File: config.mk
export PLATFORM = sky130hd
export DESIGN_NAME = mem_arb
export DESIGN_NICKNAME = d
export VERILOG_FILES = /design/src/rtl/sisc_pkg.sv /design/src/rtl/rr_pick.sv /design/src/rtl/mem_arb.sv
export SDC_FILE = /design/constraint.sdc
export NUM_CORES = 1
export LEC_CHECK = 0
export BUFFER_PORTS_ARGS = -buffer_cell sky130_fd_sc_hd__buf_2
export CELL_PAD_IN_SITES_DETAIL_PLACEMENT = 0
export CELL_PAD_IN_SITES_GLOBAL_PLACEMENT = 1
export CORE_MARGIN = 3
export CORE_UTILIZATION = 40
export DETAILED_ROUTE_END_ITERATION = 10
export GPL_ROUTABILITY_DRIVEN = 0
export HOLD_SLACK_MARGIN = 0.1
export PLACE_DENSITY = 0.89
export SETUP_SLACK_MARGIN = 0.4
export SYNTH_ARGS = -nofsm -noshare
export SYNTH_HDL_FRONTEND = slang
export SYNTH_SLANG_ARGS = --single-unit
export TNS_END_PERCENT = 100
File: constraint.sdc
create_clock -name clk -period 6.1 [get_ports clk]
set_input_delay 0.915 -clock clk [delete_from_list [all_inputs] [get_ports clk]]
set_output_delay 0.915 -clock clk [all_outputs]
set_load 0.03 [all_outputs]
File: src/rtl/sisc_pkg.sv
// Shared SISC definitions: arbiter FSM encoding, port identifiers and the
// latency-counter width.
package sisc_pkg;

  typedef enum logic [1:0] {
    IDLE   = 2'd0,
    ACCESS = 2'd1,
    RESP   = 2'd2
  } state_t;

  localparam logic PORT_IF = 1'b0;
  localparam logic PORT_DM = 1'b1;

  // Wide enough for MEM_LAT-1 with MEM_LAT up to 15.
  localparam int unsigned CNT_W = 4;

endpackage

File: src/rtl/rr_pick.sv
// Two-requester round-robin picker: a lone requester wins; under contention
// the port that did not win last time gets the grant.
module rr_pick
  import sisc_pkg::*;
(
  input  logic [1:0] req,
  input  logic       last_win,
  output logic       gnt_valid,
  output logic       gnt_id
);

  always_comb begin
    gnt_valid = |req;
    gnt_id    = PORT_IF;
    if (req[PORT_DM] && (!req[PORT_IF] || (last_win == PORT_IF))) begin
      gnt_id = PORT_DM;
    end
  end

endmodule

File: src/rtl/mem_arb.sv
// Fetch/data arbiter in front of one single-port, fixed-latency memory.
// Each access runs IDLE -> ACCESS (MEM_LAT cycles) -> RESP (one rdy pulse).
module mem_arb
  import sisc_pkg::*;
#(
  parameter int unsigned AW      = 16,
  parameter int unsigned DW      = 32,
  parameter int unsigned MEM_LAT = 2
) (
  input  logic          clk,
  input  logic          rst_f,
  input  logic          if_req,
  input  logic [AW-1:0] if_addr,
  output logic          if_rdy,
  output logic [DW-1:0] if_rdata,
  input  logic          dm_req,
  input  logic          dm_we,
  input  logic [AW-1:0] dm_addr,
  input  logic [DW-1:0] dm_wdata,
  output logic          dm_rdy,
  output logic [DW-1:0] dm_rdata,
  output logic          mem_en,
  output logic          mem_we,
  output logic [AW-1:0] mem_addr,
  output logic [DW-1:0] mem_wdata,
  input  logic [DW-1:0] mem_rdata
);

  state_t           state, state_n;
  logic [CNT_W-1:0] cnt;
  logic             port;
  logic             last_win;
  logic             gnt_valid, gnt_id;
  logic             grant, done;

  rr_pick u_pick (
    .req      ({dm_req, if_req}),
    .last_win (last_win),
    .gnt_valid(gnt_valid),
    .gnt_id   (gnt_id)
  );

  always_ff @(posedge clk or negedge rst_f) begin
    if (!rst_f) state <= IDLE;
    else        state <= state_n;
  end

  always_comb begin
    state_n = state;
    grant   = 1'b0;
    done    = 1'b0;
    case (state)
      IDLE: begin
        if (gnt_valid) begin
          grant   = 1'b1;
          state_n = ACCESS;
        end
      end
      ACCESS: begin
        if (cnt == '0) begin
          done    = 1'b1;
          state_n = RESP;
        end
      end
      RESP:    state_n = IDLE;
      default: state_n = IDLE;
    endcase
  end

  // Request latch, memory drive, read capture and rdy pulses.
  always_ff @(posedge clk or negedge rst_f) begin
    if (!rst_f) begin
      cnt       <= '0;
      port      <= PORT_IF;
      last_win  <= PORT_IF;
      mem_en    <= 1'b0;
      mem_we    <= 1'b0;
      mem_addr  <= '0;
      mem_wdata <= '0;
      if_rdata  <= '0;
      dm_rdata  <= '0;
      if_rdy    <= 1'b0;
      dm_rdy    <= 1'b0;
    end else begin
      if_rdy <= done && (port == PORT_IF);
      dm_rdy <= done && (port == PORT_DM);
      if (grant) begin
        port      <= gnt_id;
        cnt       <= CNT_W'(MEM_LAT - 1);
        mem_en    <= 1'b1;
        mem_we    <= (gnt_id == PORT_DM) && dm_we;
        mem_addr  <= (gnt_id == PORT_DM) ? dm_addr : if_addr;
        mem_wdata <= (gnt_id == PORT_DM) ? dm_wdata : '0;
      end else if (done) begin
        mem_en   <= 1'b0;
        mem_we   <= 1'b0;
        last_win <= port;
        if (!mem_we) begin
          if (port == PORT_IF) if_rdata <= mem_rdata;
          else                 dm_rdata <= mem_rdata;
        end
      end else if (state == ACCESS) begin
        cnt <= cnt - CNT_W'(1);
      end
    end
  end

endmodule

==> results.json <==
{
  "outcome": "complete, no violations",
  "path_buf_inv": 1,
  "r2r_start": "cnt[0]$_DFFE_PN0P_",
  "grtUsageTotal": 0.183,
  "ys_types": 29,
  "hold_depth": 1,
  "min_period_ns": 2.84,
  "wl_um": 12500,
  "end_kind": "register",
  "cts_num_sinks": 124,
  "tns_ns": 0,
  "power.density_nw_per_um2": 641,
  "vdd_drop_max_v": 0.000279,
  "nFillCells": 1025,
  "grt_start_max_net_pins": 73,
  "cts_hold_buf": 0,
  "postCtsResizedCells": 0,
  "wl_per_cell_um": 17.1,
  "clk_pin_slew_ns": 0.05,
  "fp-row-count": 40,
  "avgViaCountPerCell": 4.91,
  "reg2reg_depth": 5,
  "final_cell_area_um2": 6800,
  "wl_met2_um": 5740,
  "rsz0062_at_grt": "false",
  "critPathRequiredTime_ns": 6.38,
  "place.port_buffers": 216,
  "drtIter0Drc": 198,
  "die_h_um": 118,
  "dr.pass1.iters": 4,
  "netlist_instances": 333,
  "synthTopCellsByArea": "dfrtp_1 62%, mux2_4 18%, a22o_1 5.6%, mux2i_1 3.4%, a21oi_1 3.3%",
  "crit_chain": "inv_1 -> ha_1 -> or3b_4 -> or4_2 -> mux2_1",
  "min_from": "port$_DFFE_PN0P_",
  "r2r-end": "dm_rdata[22]$_DFFE_PN0P_",
  "cp_slowest_cell": "or4_2",
  "cts-root-buf": "clkbuf_16",
  "numCtsBuffers": 17,
  "die_area_um2": 14000,
  "ant_nets": 0,
  "diodes": 0,
  "wl_met1_um": 5510,
  "skew_ns": 0.00936,
  "yosysWarnings": 0,
  "cts_tree": "yes",
  "grt_overflow": 0,
  "grt_pass1_vias": 3771,
  "synthesis.nets": 435,
  "drive_above_1_share": 0.563,
  "wl_met3_um": 1010,
  "worstMarginPinSlew_ns": 1.26,
  "setup_viol": 0,
  "grt_pass1_wl_um": 20200,
  "hold_viol": 0,
  "dp_hpwl_um": 8900,
  "dieWidth_um": 118,
  "h-tree-depth": 4,
  "cp.arrival_ns": 3.13,
  "vias": 3592,
  "power_mw": 4.36,
  "slew_headroom": 0.159,
  "startpoint_type": "register",
  "fin_nets": 652,
  "max_clock_freq_mhz": 352,
  "syn_to_final_growth_pct": 34.9,
  "cap_violations": 0,
  "route.detailed.drc": 0,
  "start_util": 0.415,
  "dpl-instance-area_um2": 6230,
  "insertion_delay_ns": 0.41,
  "synth.avg_cell_area_um2": 15.1,
  "synth_top_area_cell": "dfrtp_1",
  "synth.top_cell.area_share": 0.616,
  "clockBufferDepth": 2,
  "boundaryPins": 217,
  "ys_ff_latch": 124,
  "antenna_found_initial": 0,
  "coreArea_um2": 12200,
  "fin_crit_sh": 0.466,
  "whs_endpoint": "if_rdy$_DFF_PN0_",
  "top_layer_used": "met4",
  "synthesis.area_um2": 5040,
  "rrSetupSlack_ns": 3.26,
  "path_class": "reg2reg",
  "final_util": 0.559,
  "path_delay_family": "simple AND/OR/NAND/NOR gates",
  "postCtsSetupBuffers": 0,
  "cp_max_fo": 32,
  "slew_violations": 0,
  "cpPeakStageDelay_ns": 1.07,
  "hold_path.class": "reg2reg",
  "p_leak_nw": 3.62,
  "synth-seq-area-share": 0.616
}
metal layers:
layer,vias to the layer above,track usage
met3,21,0.0574
met5,-,0
met2,200,0.284
li1,1646,-
met1,1725,0.237
met4,0,0.0733
power by group:
part / internal [mW] / switching (mW) / leakage (nW) / total [mW]
sequential: 1.20 / 0.229 / 1.49 / 1.43
clock: 0.582 / 0.369 / 0.268 / 0.950
combinational: 0.768 / 1.22 / 1.86 / 1.98
total: 2.55 / 1.81 / 3.62 / 4.36
how the worst max path moves through the flow:
stage | startpoint | to | slack, ns | cells past startpoint
floorplan | dm_req | mem_wdata[22]$_DFFE_PN0P_ | 3.93 | 6
global placement | if_req | mem_we$_DFFE_PN0P_ | 3.09 | 4
detailed placement | if_req | mem_we$_DFFE_PN0P_ | 3.04 | 4
CTS | cnt[0]$_DFFE_PN0P_ | dm_rdata[22]$_DFFE_PN0P_ | 3.25 | 5
global route | cnt[0]$_DFFE_PN0P_ | dm_rdata[22]$_DFFE_PN0P_ | 3.16 | 5
finish | cnt[0]$_DFFE_PN0P_ | dm_rdata[22]$_DFFE_PN0P_ | 3.26 | 5
state kept, by name (all words and copies together) (netlist names), 2 cells and up:
signal     cells
mem_wdata     32
mem_addr      16
cnt            4
dm_rdata      32
if_rdata      32
state          2
kinds of logic (layout without fill, tap and decap cells):
group           after synthesis  count (layout)  share of synthesized area
compound gates               77              77                      0.104
simple gates                 24              24                     0.0266
mux                          81              81                      0.221
flops                       124             124                      0.616
fa+ha+maj                     1               1                    0.00248
buf+inv                      26             256                     0.0298
synth_stat cells, drive strengths merged:
| cell | number |
|---|---|
| or3b | 1 |
| nor3 | 4 |
| nand2b | 1 |
| nor2 | 5 |
| a21o | 2 |
| or2 | 2 |
| inv | 5 |
| nor3b | 2 |
| and3 | 1 |
| o21ai | 6 |
| clkbuf | 9 |
| o221ai | 1 |
| nand2 | 4 |
| nor2b | 1 |
| mux2 | 64 |
| a22o | 32 |
| dfrtp | 124 |
| a32o | 1 |
| a31o | 1 |
| ha | 1 |
| buf | 12 |
| nand3b | 1 |
| a21boi | 1 |
| or4 | 2 |
| a21oi | 33 |
| mux2i | 17 |
layout make-up:
type / instances / area (um^2) / share of cell area
clock buffers: 19 / 453 / 0.0666
clock inverters: 13 / 118 / 0.0173
inverters: 5 / 18.8 / 0.00276
multi-input cells: 183 / 1790 / 0.264
flip-flops and latches: 124 / 3100 / 0.456
well taps: 168 / 210 / 0.0309
repair buffers: 219 / 1110 / 0.163
cell usage in the layout (no fill, tap or decap), drive strengths merged:
| master | count |
|---|---|
| buf | 219 |
| dfrtp | 124 |
| mux2 | 64 |
| a21oi | 33 |
| a22o | 32 |
| clkbuf | 19 |
| mux2i | 17 |
| inv | 7 |
| o21ai | 6 |
| nor2 | 5 |
| clkinvlp | 5 |
| clkinv | 5 |
| nand2 | 4 |
| nor3 | 4 |
| nor3b | 2 |
| or4 | 2 |
| a21o | 2 |
| or2 | 2 |
| nor2b | 1 |
| nand2b | 1 |
| or3b | 1 |
| a21boi | 1 |
| and3 | 1 |
| nand3b | 1 |
| a31o | 1 |
| o221ai | 1 |
| a32o | 1 |
| ha | 1 |
| bufinv | 1 |
through the flow:
stage                     worst slack (ns)  hold WS, ns  instances
after CTS                             3.25        0.485        731
after global routing                  3.16        0.512        731
after global placement                3.09        0.458        699
final                                 3.26        0.479        731
after floorplan                       3.93        0.441        333
after detailed placement              3.04        0.474        699
(Power assumes the default switching activity.)
